## config.mk

```make
export PLATFORM = sky130hd
export DESIGN_NAME = pc_sequencer_flat
export DESIGN_NICKNAME = d
export VERILOG_FILES = /design/src/rtl/pc_seq_pkg.sv /design/src/rtl/pc_sequencer_if.sv /design/src/rtl/pc_incrementer.sv /design/src/rtl/pc_sequencer.sv /design/src/flat_wrapper.sv
export SDC_FILE = /design/constraint.sdc
export NUM_CORES = 1
export LEC_CHECK = 0
export CELL_PAD_IN_SITES_DETAIL_PLACEMENT = 1
export CELL_PAD_IN_SITES_GLOBAL_PLACEMENT = 1
export CORE_MARGIN = 2
export CORE_UTILIZATION = 36
export CTS_BUF_LIST = sky130_fd_sc_hd__clkbuf_4 sky130_fd_sc_hd__clkbuf_8
export DETAILED_ROUTE_END_ITERATION = 6
export GPL_TIMING_DRIVEN = 0
export HOLD_SLACK_MARGIN = 0.05
export PLACE_DENSITY_LB_ADDON = 0.1
export SKIP_CTS_REPAIR_TIMING = 1
export SLEW_MARGIN = 10
export SYNTH_ARGS = -nofsm -noshare
export SYNTH_HDL_FRONTEND = slang
export SYNTH_HIERARCHICAL = 1
export SYNTH_SLANG_ARGS = --single-unit
```

## constraint.sdc

```tcl
create_clock -name clk -period 3.09 [get_ports clk]
set_clock_uncertainty 0.05 [all_clocks]
set_input_delay 0.7725 -clock clk [delete_from_list [all_inputs] [get_ports clk]]
set_output_delay 0.7725 -clock clk [all_outputs]
set_load 0.05 [all_outputs]
```

## src/rtl/pc_seq_pkg.sv

```systemverilog
// Shared definitions for the fetch-stage PC sequencer: state encoding and
// default reset/trap vectors.
package pc_seq_pkg;

  localparam logic [1:0] S_BOOT  = 2'd0;
  localparam logic [1:0] S_RUN   = 2'd1;
  localparam logic [1:0] S_FAULT = 2'd2;

  typedef enum logic [1:0] {
    BOOT  = S_BOOT,
    RUN   = S_RUN,
    FAULT = S_FAULT
  } state_e;

  localparam logic [31:0] DEFAULT_RESET_VEC = 32'h0000_0000;
  localparam logic [31:0] DEFAULT_TRAP_VEC  = 32'h0000_0100;

endpackage

```

## src/rtl/pc_sequencer_if.sv

```systemverilog
// Fetch-request and control-flow signals between the PC sequencer (master)
// and the fetch/branch/trap logic around it (slave).
interface pc_sequencer_if #(
  parameter int XLEN = 32
);

  logic            fetch_valid;
  logic            fetch_ready;
  logic [XLEN-1:0] fetch_pc;
  logic            redirect_valid;
  logic [XLEN-1:0] redirect_pc;
  logic            trap;
  logic            misalign;
  logic [XLEN-1:0] fault_addr;
  logic [31:0]     fetch_count;

  modport master (
    output fetch_valid, fetch_pc, misalign, fault_addr, fetch_count,
    input  fetch_ready, redirect_valid, redirect_pc, trap
  );

  modport slave (
    input  fetch_valid, fetch_pc, misalign, fault_addr, fetch_count,
    output fetch_ready, redirect_valid, redirect_pc, trap
  );

endinterface

```

## src/rtl/pc_incrementer.sv

```systemverilog
// Combinational sequential-PC adder; the sum wraps modulo 2^XLEN.
module pc_incrementer #(
  parameter int XLEN = 32,
  parameter int STEP = 4
) (
  input  logic [XLEN-1:0] pc_i,
  output logic [XLEN-1:0] pc_next_o
);

  assign pc_next_o = pc_i + XLEN'(STEP);

endmodule

```

## src/rtl/pc_sequencer.sv

```systemverilog
// Program-counter sequencer: holds the architectural PC, offers it to fetch
// and applies trap > redirect > accept on each edge.
module pc_sequencer
  import pc_seq_pkg::*;
#(
  parameter int              XLEN       = 32,
  parameter int              STEP       = 4,
  parameter int              ALIGN_BITS = 2,
  parameter logic [XLEN-1:0] RESET_VEC  = XLEN'(DEFAULT_RESET_VEC),
  parameter logic [XLEN-1:0] TRAP_VEC   = XLEN'(DEFAULT_TRAP_VEC)
) (
  input logic           clk,
  input logic           rst,
  pc_sequencer_if.master bus
);

  state_e          state_q, state_d;
  logic [XLEN-1:0] pc_q, pc_d;
  logic [XLEN-1:0] pc_step;
  logic [XLEN-1:0] fault_addr_q, fault_addr_d;
  logic            misalign_q, misalign_d;
  logic [31:0]     count_q, count_d;
  logic            accept;
  logic            target_aligned;

  pc_incrementer #(
    .XLEN (XLEN),
    .STEP (STEP)
  ) u_incr (
    .pc_i      (pc_q),
    .pc_next_o (pc_step)
  );

  assign accept         = (state_q == RUN) && bus.fetch_ready;
  assign target_aligned = (bus.redirect_pc[ALIGN_BITS-1:0] == '0);

  // NOTE: every signal gets its hold value first so no branch can leave it
  // unassigned and infer a latch.
  always_comb begin
    state_d      = state_q;
    pc_d         = pc_q;
    fault_addr_d = fault_addr_q;
    misalign_d   = misalign_q;
    count_d      = count_q;

    unique case (state_q)
      BOOT: state_d = RUN;
      RUN: begin
        if (bus.trap) begin
          pc_d       = TRAP_VEC;
          misalign_d = 1'b0;
        end else begin
          // The fetch of the old PC completes even when a redirect replaces it.
          if (accept) count_d = count_q + 32'd1;
          if (bus.redirect_valid) begin
            if (target_aligned) begin
              pc_d = bus.redirect_pc;
            end else begin
              state_d      = FAULT;
              misalign_d   = 1'b1;
              fault_addr_d = bus.redirect_pc;
            end
          end else if (accept) begin
            pc_d = pc_step;
          end
        end
      end
      FAULT: begin
        if (bus.trap) begin
          state_d    = RUN;
          pc_d       = TRAP_VEC;
          misalign_d = 1'b0;
        end
      end
      default: state_d = BOOT;
    endcase
  end

  // NOTE: state registers use non-blocking assignments so every flop samples
  // the pre-edge value of the others, regardless of statement order.
  always_ff @(posedge clk) begin
    if (rst) begin
      state_q      <= BOOT;
      pc_q         <= RESET_VEC;
      fault_addr_q <= '0;
      misalign_q   <= 1'b0;
      count_q      <= '0;
    end else begin
      state_q      <= state_d;
      pc_q         <= pc_d;
      fault_addr_q <= fault_addr_d;
      misalign_q   <= misalign_d;
      count_q      <= count_d;
    end
  end

  assign bus.fetch_valid = (state_q == RUN);
  assign bus.fetch_pc    = pc_q;
  assign bus.misalign    = misalign_q;
  assign bus.fault_addr  = fault_addr_q;
  assign bus.fetch_count = count_q;

endmodule

```

## src/flat_wrapper.sv

```systemverilog
// flat-port wrapper written by rule: the top's interface ports become plain ports
module pc_sequencer_flat import pc_seq_pkg::*;
#(
  parameter int              XLEN       = 32,
  parameter int              STEP       = 4,
  parameter int              ALIGN_BITS = 2,
  parameter logic [XLEN-1:0] RESET_VEC  = XLEN'(DEFAULT_RESET_VEC),
  parameter logic [XLEN-1:0] TRAP_VEC   = XLEN'(DEFAULT_TRAP_VEC)
)
  (clk, rst, bus_fetch_valid, bus_fetch_pc, bus_misalign, bus_fault_addr, bus_fetch_count, bus_fetch_ready, bus_redirect_valid, bus_redirect_pc, bus_trap);
  pc_sequencer_if #(.XLEN(XLEN)) bus_i ();
  input logic clk;
  input logic rst;
  output wire logic [$bits(bus_i.fetch_valid)-1:0] bus_fetch_valid;
  output wire logic [$bits(bus_i.fetch_pc)-1:0] bus_fetch_pc;
  output wire logic [$bits(bus_i.misalign)-1:0] bus_misalign;
  output wire logic [$bits(bus_i.fault_addr)-1:0] bus_fault_addr;
  output wire logic [$bits(bus_i.fetch_count)-1:0] bus_fetch_count;
  input wire logic [$bits(bus_i.fetch_ready)-1:0] bus_fetch_ready;
  input wire logic [$bits(bus_i.redirect_valid)-1:0] bus_redirect_valid;
  input wire logic [$bits(bus_i.redirect_pc)-1:0] bus_redirect_pc;
  input wire logic [$bits(bus_i.trap)-1:0] bus_trap;
  assign bus_fetch_valid = bus_i.fetch_valid;
  assign bus_fetch_pc = bus_i.fetch_pc;
  assign bus_misalign = bus_i.misalign;
  assign bus_fault_addr = bus_i.fault_addr;
  assign bus_fetch_count = bus_i.fetch_count;
  assign bus_i.fetch_ready = bus_fetch_ready;
  assign bus_i.redirect_valid = bus_redirect_valid;
  assign bus_i.redirect_pc = bus_redirect_pc;
  assign bus_i.trap = bus_trap;
  pc_sequencer #(.XLEN(XLEN), .STEP(STEP), .ALIGN_BITS(ALIGN_BITS), .RESET_VEC(RESET_VEC), .TRAP_VEC(TRAP_VEC)) u_core (.clk(clk), .rst(rst), .bus(bus_i));
endmodule
```

==> results of run 1 <==
[per-stage QoR]
step / TNS (ns) / cells
2_1_floorplan: 0 / 575
3_3_place_gp: 0 / 883
3_5_place_dp: -0.1356 / 883
4_1_cts: 0 / 899
5_1_grt: 0 / 899
6_report: 0 / 899
[power breakdown]
part / total (W) / switching, W / internal (W)
registers: 0.00134 / 0.0000349 / 0.00131
clock network: 0.000854 / 0.000483 / 0.000371
logic: 0.000417 / 0.000264 / 0.000153
[flip-flops by register name (all words and copies together) (netlist names)]
name / flops
u_core/bus.fetch_count: 32
u_core/bus.fault_addr: 32
u_core/state_q: 2
u_core/bus.fetch_pc: 32
u_core/bus.misalign: 1
[cell usage in the layout, fill, tap and decap left out, drive strengths merged, types with 17 or more instances in the layout]
cell type	count
nor2	41
nand4	20
dfxtp	99
a21oi	37
clkbuf	38
nand2	93
xnor2	41
nand3	17
mux2i	31
clkdlybuf4s50	132
o31ai	31
nand3b	31
[synthesized netlist by cell type, types with 2 or more instances]
master	number
a21oi_1	37
and3_1	3
and4_1	4
buf_1	4
buf_2	3
buf_4	2
clkbuf_1	29
dfxtp_1	99
ha_1	2
inv_1	11
mux2i_1	31
nand2_1	93
nand2b_1	2
nand3_1	16
nand3b_1	31
nand4_1	17
nand4_2	2
nand4bb_1	2
nor2_1	41
nor2b_1	4
nor3_1	11
nor3b_1	3
nor4_1	10
nor4_4	2
o21a_1	2
o21ai_0	7
o31ai_1	31
or2_2	2
or3_1	6
or4_1	2
xnor2_1	41
xor2_1	14
[path summary, 6_finish.rpt]
check | to | cells after the start
min | u_core/bus.fault_addr[20] | 2
min reg2reg | u_core/bus.fault_addr[20] | 2
max | u_core/bus.fetch_count[30] | 7
max reg2reg | u_core/bus.fetch_count[30] | 5
[cell families after synthesis]
group                    after synthesis  share of synthesized area (%)
AND/OR/NAND/NOR                      257                          28.18
flip-flops                            99                          40.58
AO/OA/AOI/OAI                         80                          10.04
XOR/XNOR                              55                          9.864
buffers and inverters                 49                          3.997
multiplexers                          33                          6.815
adder cells (fa/ha/maj)                2                         0.5123
[layer usage]
| metal | global-route usage (%) | vias up |
|---|---|---|
| met4 | 6.759 | 0 |
| met5 | 0 | - |
| met2 | 36.83 | 86 |
| met1 | 29.05 | 2287 |
| met3 | 4.858 | 15 |
| li1 | - | 2288 |
[critical path, stage by stage]
cell	delay (ns)
clkdlybuf4s50_1	0.50
nor4bb_1	0.28
buf_2	0.26
nand4_2	0.21
nand4bb_1	0.42
or3_1	0.42
a21oi_1	0.15
[layout make-up]
class	count	area [sq um]
buffer	38	153.9
clock buffer	9	123.9
clock inverter	7	68.82
fill	1599	6625
inverter	11	41.29
multi-input combinational	427	2706
sequential	99	1982
tap	176	220.2
timing repair buffer	132	1321
==> key figures, run 1 <==
Outcome
  • Run status: complete, no violations

Timing
  • Rel. slew slack: a little under half
  • Worst slew pin tran: just over 0.8 ns
  • # setup viols final: 0
  • Fin crit share: between 80% and 90%
  • RSZ-0062 raised after global routing: false
  • Slew Limit Fails: 0
  • Minimum clock period: 2.756 ns
  • Hold Fails Final Rpt: 0
  • Setup WS post-layout: between 0.3 and 0.4 ns
  • Max Freq: about 0.36 GHz
  • Hold_ws: roughly 0.41 ns

Logic synthesis
  • Yosys top cell by area: dfxtp_1
  • Ranking of synthesized cells by area: dfxtp_1, xnor2_1, nand2_1, mux2i_1, nand3b_1
  • Async S/R FF share, synth: 0%
  • Synth Cell Area: between 0.004 and 0.005 sq mm
  • Flops & latches, synth: between 90 and 100
  • Synthesized Nets: 614
  • Mapped Avg Cell Area: ~8.5 sq um
  • Syn Inst Count: around 580
  • Post-synth cell types: 43
  • Synth Flop Type: dfxtp_1
  • Seq/Total Area, Yosys: between 40% and 50%
  • Yosys warning count: 6
  • Share of Yosys cell area claimed by the top area cell type: around two fifths
  • Post-synth EDFFs: 0

Route
  • Total number of vias: 4,676
  • DR WL met2: between 7 and 8 mm
  • Routed WL: 15.77 mm
  • Routed wl met3: about 700 microns
  • Initial DRC Count: 151
  • Via density: about 5.2
  • Drt pass-1 iters: 4
  • Metal-1 WL: between 7 and 8 mm
  • ANT nets after route: 0
  • DRC viols: 0
  • DR top layer: met4
  • Avg WL per Cell: 17.55 microns

Die
  • Die Height: 120.5 microns
  • Initial cell density of the core: 36.88%
  • Row count: 42
  • Io pins: between 100 and 150
  • Die ar.: between 0.01 and 0.015 sq mm
  • Core area: between 0.01 and 0.015 sq mm
  • Die span in x: approximately 120 microns

Min path
  • Hold crit path type: flip-flop to flip-flop
  • Worst hold start: u_core/bus.fault_addr[20]

Clock tree
  • Bufs on Longest Clock Path: 2
  • CTS Sinks: just under 100
  • Worst-skew pair later-pin latency: between 0.3 and 0.4 ns
  • CTS Buf Count: 9
  • Clock transition at path regs: ~0.10 ns
  • CTS Root Cell: clkbuf_8
  • Htree depth: 3
  • CTS tree: built

Layout
  • Ant. Diodes: 0
  • Layout Cell Area excl Fill: approximately 0.0066 sq mm
  • Final core utilization: about 50%
  • Share of cells above drive strength 1: about 4.4%
  • Final net count: 757
  • Area grow syn2layout: 35.51%

Setup path
  • R2R Path Start: u_core/bus.fetch_count[4]
  • Critical path startpoint category: input port
  • Crit-path max FO: 8
  • CP endpoint kind: flip-flop
  • Flop2flop setup slack: about 0.65 ns
  • Setup CP Type: input port to flip-flop
  • Arr. time, crit path: around 3.0 ns
  • Crit path required time: between 3 and 4 ns
  • CP Launch Point: bus_fetch_ready

Pwr
  • LEAKAGE: 2.210 nW
  • Peak supply drop: approximately 0.19 mV
  • Overall Power: 0.002612 W
  • PD cells: between 300 and 400 mW/mm^2

GRT
  • Tot GR Track Use: 22.27%
  • Largest net degree at the start of global routing: 17
  • Vias in the first global route: around 5,000
  • Global-route wire length before repair: 25.79 mm
  • GR Overflow Total: 0
  • Initial antenna violation count: 1

Placed design
  • Dpl cell area: between 0.006 and 0.007 sq mm
  • Final GP Congestion: 0.7965
  • Number of port buffers: approximately 130
  • Post-Place Worst Slack: -0.05159 ns
  • HPWL after detailed placement: 11.80 mm

Job
  • Max-Cap Viols: 0
(Power assumes the default switching activity.)
==> inputs of run 2 (changes only) <==
--- a/config.mk
+++ b/config.mk
@@ -15,7 +15,7 @@
 export HOLD_SLACK_MARGIN = 0.05
 export PLACE_DENSITY_LB_ADDON = 0.1
 export SKIP_CTS_REPAIR_TIMING = 1
-export SLEW_MARGIN = 10
+export SLEW_MARGIN = 30
 export SYNTH_ARGS = -nofsm -noshare
 export SYNTH_HDL_FRONTEND = slang
 export SYNTH_HIERARCHICAL = 1
==> results of run 2 <==
The final DEF is identical to that of run 1; final timing and power are the same.
